`config.mk`:
```
export PLATFORM = sky130hd
export DESIGN_NAME = ram_row_to_uart
export DESIGN_NICKNAME = d
export VERILOG_FILES = /design/src/rtl/ram_uart_pkg.sv /design/src/rtl/ack_timeout_cnt.sv /design/src/rtl/ram_row_to_uart.sv
export SDC_FILE = /design/constraint.sdc
export NUM_CORES = 1
export LEC_CHECK = 0
export ABC_AREA = 0
export ABC_CLOCK_PERIOD_IN_PS = 3000
export CORE_ASPECT_RATIO = 2
export CORE_MARGIN = 5
export CORE_UTILIZATION = 40
export CTS_CLUSTER_DIAMETER = 40
export DETAILED_ROUTE_END_ITERATION = 7
export SETUP_SLACK_MARGIN = 0.2
export SYNTH_ARGS = -nofsm -noshare
export SYNTH_HDL_FRONTEND = slang
export SYNTH_SLANG_ARGS = --single-unit
```
`constraint.sdc`:
```
create_clock -name clk_12m -period 3 [get_ports clk_12m]
set_input_delay 0.6 -clock clk_12m [delete_from_list [all_inputs] [get_ports clk_12m]]
set_output_delay 0.6 -clock clk_12m [all_outputs]
set_load 0.05 [all_outputs]
```
`src/rtl/ram_uart_pkg.sv`:
```
// ============================================================================
// ram_uart_pkg : shared FSM encoding and widths for the RAM-row-to-UART block
// Rev 1.0
// ============================================================================
`default_nettype none

package ram_uart_pkg;

  typedef enum logic [2:0] {
    ST_IDLE     = 3'd0,
    ST_ROW_REQ  = 3'd1,
    ST_ROW_WAIT = 3'd2,
    ST_FETCH    = 3'd3,
    ST_SEND     = 3'd4,
    ST_TX_GAP   = 3'd5,
    ST_TX_WAIT  = 3'd6,
    ST_ACK_WAIT = 3'd7
  } state_t;

  localparam logic [7:0]  ACK_BYTE_DEFAULT = 8'h41;
  localparam int unsigned IDX_W            = 9;
  localparam int unsigned TIMER_W          = 24;
  localparam int unsigned RETRY_W          = 2;

endpackage

`default_nettype wire

```
`src/rtl/ack_timeout_cnt.sv`:
```
// ============================================================================
// ack_timeout_cnt : per-row ack timer and retransmission counter
// Rev 1.0
// ============================================================================
`default_nettype none

module ack_timeout_cnt
  import ram_uart_pkg::*;
#(
  parameter int unsigned ACK_TIMEOUT = 12_000_000,
  parameter int unsigned MAX_RETRY   = 3
) (
  input  logic clk_12m,
  input  logic rst_n,
  input  logic clr,
  input  logic en,
  output logic expired,
  output logic retry_exhausted
);

  localparam logic [TIMER_W-1:0] TIMER_LAST = TIMER_W'(ACK_TIMEOUT - 1);
  localparam logic [RETRY_W-1:0] RETRY_MAX  = RETRY_W'(MAX_RETRY);

  logic [TIMER_W-1:0] timer_q, timer_d;
  logic [RETRY_W-1:0] retry_q, retry_d;

  assign expired         = en && (timer_q == TIMER_LAST);
  assign retry_exhausted = (retry_q == RETRY_MAX);

  // Timer restarts from zero whenever the wait window is not open, so every
  // ACK_WAIT visit gets a full timeout. Neither counter can pass its limit.
  always_comb begin
    timer_d = timer_q;
    retry_d = retry_q;
    if (clr) begin
      timer_d = '0;
      retry_d = '0;
    end else if (!en) begin
      timer_d = '0;
    end else if (expired) begin
      timer_d = '0;
      if (!retry_exhausted) retry_d = retry_q + 1'b1;
    end else begin
      timer_d = timer_q + 1'b1;
    end
  end

  always_ff @(posedge clk_12m or negedge rst_n) begin
    if (!rst_n) begin
      timer_q <= '0;
      retry_q <= '0;
    end else begin
      timer_q <= timer_d;
      retry_q <= retry_d;
    end
  end

endmodule

`default_nettype wire

```
`src/rtl/ram_row_to_uart.sv`:
```
// ============================================================================
// ram_row_to_uart : streams RAM rows to a UART, one host ack per row, retries
// Rev 1.0
// ============================================================================
`default_nettype none

module ram_row_to_uart
  import ram_uart_pkg::*;
#(
  parameter int unsigned ROW_BYTES   = 480,
  parameter int unsigned ROW_COUNT   = 320,
  parameter logic [7:0]  ACK_BYTE    = ACK_BYTE_DEFAULT,
  parameter int unsigned ACK_TIMEOUT = 12_000_000,
  parameter int unsigned MAX_RETRY   = 3
) (
  input  logic       clk_12m,
  input  logic       rst_n,
  input  logic       start,
  input  logic       abort,
  input  logic       row_ready,
  input  logic [7:0] rd_data,
  input  logic       tx_busy,
  input  logic       rx_data_valid,
  input  logic [7:0] rx_data_out,
  output logic [8:0] rd_addr,
  output logic       row_req,
  output logic [8:0] row_idx,
  output logic       tx_data_valid,
  output logic [7:0] tx_data_out,
  output logic       busy,
  output logic       frame_done,
  output logic       frame_err
);

  localparam logic [IDX_W-1:0] BYTE_LAST = IDX_W'(ROW_BYTES - 1);
  localparam logic [IDX_W-1:0] ROW_LAST  = IDX_W'(ROW_COUNT - 1);

  state_t           state_q, state_d;
  logic [IDX_W-1:0] byte_idx_q, byte_idx_d;
  logic [IDX_W-1:0] row_idx_q, row_idx_d;
  logic [IDX_W-1:0] rd_addr_q, rd_addr_d;
  logic [7:0]       tx_data_q, tx_data_d;
  logic             row_req_q, row_req_d;
  logic             tx_valid_q, tx_valid_d;
  logic             busy_q, busy_d;
  logic             done_q, done_d;
  logic             err_q, err_d;

  logic ack_hit, tmo_expired, retry_exhausted, cnt_clr, cnt_en;

  assign ack_hit = (state_q == ST_ACK_WAIT) && rx_data_valid && (rx_data_out == ACK_BYTE);
  assign cnt_en  = (state_q == ST_ACK_WAIT);
  assign cnt_clr = abort || ack_hit || (state_q == ST_IDLE);

  ack_timeout_cnt #(
    .ACK_TIMEOUT (ACK_TIMEOUT),
    .MAX_RETRY   (MAX_RETRY)
  ) u_ack_cnt (
    .clk_12m         (clk_12m),
    .rst_n           (rst_n),
    .clr             (cnt_clr),
    .en              (cnt_en),
    .expired         (tmo_expired),
    .retry_exhausted (retry_exhausted)
  );

  always_comb begin
    state_d    = state_q;
    byte_idx_d = byte_idx_q;
    row_idx_d  = row_idx_q;
    rd_addr_d  = rd_addr_q;
    tx_data_d  = tx_data_q;
    row_req_d  = 1'b0;
    tx_valid_d = 1'b0;
    done_d     = 1'b0;
    err_d      = 1'b0;

    if (abort) begin
      state_d = ST_IDLE;
    end else begin
      case (state_q)
        ST_IDLE: begin
          if (start) begin
            state_d   = ST_ROW_REQ;
            row_req_d = 1'b1;
          end
        end
        ST_ROW_REQ:  state_d = ST_ROW_WAIT;
        ST_ROW_WAIT: begin
          if (row_ready) begin
            state_d   = ST_FETCH;
            rd_addr_d = byte_idx_q;
          end
        end
        ST_FETCH: state_d = ST_SEND;
        // rd_addr is held through SEND so rd_data stays valid while tx_busy stalls.
        ST_SEND: begin
          if (!tx_busy) begin
            tx_data_d  = rd_data;
            tx_valid_d = 1'b1;
            state_d    = ST_TX_GAP;
          end
        end
        ST_TX_GAP: state_d = ST_TX_WAIT;
        ST_TX_WAIT: begin
          if (!tx_busy) begin
            if (byte_idx_q < BYTE_LAST) begin
              byte_idx_d = byte_idx_q + 1'b1;
              rd_addr_d  = byte_idx_q + 1'b1;
              state_d    = ST_FETCH;
            end else begin
              byte_idx_d = '0;
              state_d    = ST_ACK_WAIT;
            end
          end
        end
        ST_ACK_WAIT: begin
          if (ack_hit) begin
            if (row_idx_q == ROW_LAST) begin
              done_d  = 1'b1;
              state_d = ST_IDLE;
            end else begin
              row_idx_d = row_idx_q + 1'b1;
              row_req_d = 1'b1;
              state_d   = ST_ROW_REQ;
            end
          end else if (tmo_expired) begin
            if (retry_exhausted) begin
              err_d   = 1'b1;
              state_d = ST_IDLE;
            end else begin
              byte_idx_d = '0;
              rd_addr_d  = '0;
              state_d    = ST_FETCH;
            end
          end
        end
        default: state_d = ST_IDLE;
      endcase
    end

    // Every path into IDLE leaves the datapath outputs and counters at zero.
    if (state_d == ST_IDLE) begin
      byte_idx_d = '0;
      row_idx_d  = '0;
      rd_addr_d  = '0;
      tx_data_d  = '0;
    end
    busy_d = (state_d != ST_IDLE);
  end

  always_ff @(posedge clk_12m or negedge rst_n) begin
    if (!rst_n) begin
      state_q    <= ST_IDLE;
      byte_idx_q <= '0;
      row_idx_q  <= '0;
      rd_addr_q  <= '0;
      tx_data_q  <= '0;
      row_req_q  <= 1'b0;
      tx_valid_q <= 1'b0;
      busy_q     <= 1'b0;
      done_q     <= 1'b0;
      err_q      <= 1'b0;
    end else begin
      state_q    <= state_d;
      byte_idx_q <= byte_idx_d;
      row_idx_q  <= row_idx_d;
      rd_addr_q  <= rd_addr_d;
      tx_data_q  <= tx_data_d;
      row_req_q  <= row_req_d;
      tx_valid_q <= tx_valid_d;
      busy_q     <= busy_d;
      done_q     <= done_d;
      err_q      <= err_d;
    end
  end

  assign rd_addr       = rd_addr_q;
  assign row_req       = row_req_q;
  assign row_idx       = row_idx_q;
  assign tx_data_valid = tx_valid_q;
  assign tx_data_out   = tx_data_q;
  assign busy          = busy_q;
  assign frame_done    = done_q;
  assign frame_err     = err_q;

endmodule

`default_nettype wire
```
==> metrics.md <==
| Metric | Value |
|---|---|
| Status | finished clean |
| Antenna viol nets, final | 0 |
| N_diodes | 0 |
| Area of the multi-input gates | ~0.0018 mm2 |
| Pwr Density | around 470 mW/mm2 |
| Layout Nets | 497 |
| Yosys warns | 0 |
| GP Congestion | 0.860 |
| Area delta synth->final | 27.5% |
| Total Routing Usage GR | around 16% |
| Critical path arrival | 2.96 ns |
| Most common cell on crit path | buf_4 |
| Via Count | between 3000 and 4000 |
| Initial antenna violation count | 0 |
| Worst hold path type | input port to asynchronous set/reset pin |
| Register area | 0.00173 mm2 |
| CTS Buf Count | 9 |
| Tmin final | 2.73 ns |
| Total gr overflow | 0 |
| Post-synthesis cell count | 409 |
| Vias in the first global route | 3086 |
| Final setup margin | 0.269 ns |
| Commonest non-fill, non-tap cell in the layout | nor2_1 |
| Clock Tree Buf Depth | 2 |
| Hold_buf cts | 0 |
| Worst Tran Pin Value | 0.715 ns |
| Prevailing post-synth register cell | dfrtp_1 |
| TritonCTS clock tree | done |
| Die ar. | 0.0113 mm2 |
| Critical path type | input port to register |
| Netlist cell types | 46 |
| Die width | 77.9 um |
| Filler cell count | 829 |
| Starting Density | between 40% and 50% |
| Critical Path Source Type | input port |
| Avg Cell Area, Syn | 9.01 um2 |
| Req. time, crit path | 3.23 ns |
| CP cell instances | clkdlybuf4s50_1, or4bb_1, a311oi_2, o31ai_1, o21ai_0, buf_4, nor4b_4, buf_4, clkbuf_16, a311oi_1 |
| Initial DRC Count | roughly 160 |
| Post-Syn Nets | 436 |
| Die H | 146 um |
| Clk sink count | 69 |
| RSZ-0062 raised after global routing | no |
| Final Slew Violations | 0 |
| Wire per inst | roughly 16 um |
| Worst path max stage delay | approximately 0.56 ns |
| Slew headroom | 52.2% |
| Async set or reset register ratio after synthesis | 100% |
| H-Tree Depth | 3 |
| I/O pins | 54 |
| Clk_lat worst skew | 0.33 ns |
| Max IR drop VDD | 0.000271 V |
| Fin util | approximately 52% |
| Post-synth EDFFs | 0 |
| Row cnt | slightly below 50 |
| Largest net degree at the start of global routing | 45 |
| DRT Wirelength | 9.32 mm |
| First-pass GRT wire length | 15.0 mm |
| Root buf cell | clkbuf_16 |
| Core area | 0.00901 mm2 |
| Placement Setup Slack | -0.0899 ns |
| Drt first pass iters | 4 |
| Reg clk slew, reported paths | around 0.050 ns |
| Final count of negative-setup-slack endpoints | 0 |
| Post-synthesis sequential area ratio | 46.9% |
| Detailed Place HPWL | 6.65 mm |
| Skew final | 0.00626 ns |
| Period utilization | 91.0% |
| Register bit total from synthesis | 69 |
| Static Leak | roughly 1.9 nW |
| Share of cells above drive strength 1 | 8.67% |
| Fmax | 366 MHz |
| # Max-Cap Violations | 0 |
| Mapped Area | between 0.003 and 0.004 mm2 |
| Vias per cell | 5.57 |
| Final hold vios | 0 |
| Port bufs | between 50 and 60 |
| Residual DRC | 0 |
| Endpoint type of the worst setup path | register |
| CP max-delay cell | or4bb_1 |
| Crit path max fanout | 18 |
| Highest-count cells in the layout ignoring fill and taps | nor2_1, dfrtp_1, clkdlybuf4s50_1 |
| PnR Total Power | 2.22 mW |
## state kept, by name (all words and copies together), names as in the netlist
name and flops:
rd_addr 9, u_ack_cnt.retry_q 2, row_req 1, u_ack_cnt.timer_q 24, frame_done 1, tx_data_valid 1
byte_idx_q 9, busy 1, state_q 3, frame_err 1, row_idx 9, tx_data_out 8
## power breakdown
part / switching [mW] / total (mW) / internal, mW
Clock: 0.368 / 0.960 / 0.592
Combinational: 0.172 / 0.295 / 0.123
Sequential: 0.0183 / 0.966 / 0.948
## path summary, 6_finish.rpt
kind / from / end / slack (ns) / cells after the start
min reg2reg: u_ack_cnt.timer_q[0] / u_ack_cnt.timer_q[0] / 0.48 / 1
max reg2reg: state_q[2] / rd_addr[8] / 0.45 / 9
min in group clk_12m: u_ack_cnt.timer_q[0] / u_ack_cnt.timer_q[0] / 0.48 / 1
max in group asynchronous: rst_n / u_ack_cnt.timer_q[20] / 2.02 / 2
min: rst_n / tx_data_out[4] / 0.30 / 1
max: row_ready / rd_addr[8] / 0.27 / 10
## repair_timing
| action | in CTS | in global routing |
|---|---|---|
| gates resized for setup | 0 | 3 |
| setup buffers | 0 | 1 |
| setup endpoints to repair | 0 | 36 |
## stage by stage
step           cell area (um2)  std cells  hold WS [ns]  TNS (ns)
6_report                  4700        575         0.303         0
2_1_floorplan             3680        409         0.304         0
3_3_place_gp              4380        559         0.469     -1.38
3_5_place_dp              4380        559         0.477     -2.63
5_1_grt                   4700        575         0.349         0
4_1_cts                   4650        573         0.308         0
## cell families (layout without fill, tap and decap cells)
| group | Yosys count | after routing | share of synthesized area, % |
|---|---|---|---|
| xor+xnor | 32 | 32 | 7.61 |
| mux | 5 | 5 | 1.39 |
| fa+ha+maj | 4 | 4 | 1.36 |
| buf+inv | 26 | 90 | 3.57 |
| flops | 69 | 69 | 46.9 |
| simple gates | 213 | 213 | 29.4 |
| compound gates | 60 | 60 | 9.78 |
## synth_stat cells, drive strengths merged (2+ instances only)
cell type  count  area share [%]
nor2          70             7.1
dfrtp         69              47
nand2         47             4.8
a21oi         26             3.5
xor2          24             5.7
nand3         18             2.4
nand4         15             2.5
o21ai         15             2.1
clkbuf        11             1.1
a211oi         9             1.8
and3           8             1.4
inv            8            0.82
nor3           8             1.1
or3            8             1.4
xnor2          8             1.9
buf            7             1.6
and2           6             1.0
nor4b          6             1.8
ha             4             1.4
mux2i          4             1.1
or4            4            0.92
a311oi         3            0.71
and4           3            0.71
nor4           3            0.51
or2            3            0.51
nand3b         2            0.41
nor2b          2            0.34
nor3b          2            0.41
nor4bb         2            0.54
or3b           2            0.48
## metal layers
metal / GRT usage, % / up-vias / part of all wire, %
li1: - / 1551 / -
met1: 18.2 / 1533 / 39
met2: 28.5 / 92 / 53
met3: 3.66 / 29 / 3.8
met4: 8.86 / 0 / 4.2
met5: 0 / - / 0
## cell type report
| cell class | count | share of cell area, % |
|---|---|---|
| multi-input cells | 314 | 39.2 |
| well taps | 102 | 2.72 |
| repair buffers | 68 | 15.0 |
| flip-flops and latches | 69 | 36.8 |
| inverters | 8 | 0.639 |
| clock buffers | 12 | 5.46 |
| clock inverters | 2 | 0.213 |
## worst max-delay path, delay by kind of cell
kind	cells	cell delay, ns
AND/OR/NAND/NOR	2	0.60
buffers and inverters	4	1.01
AO/OA/AOI/OAI	4	0.75
Power figures use the tool's default switching activity.
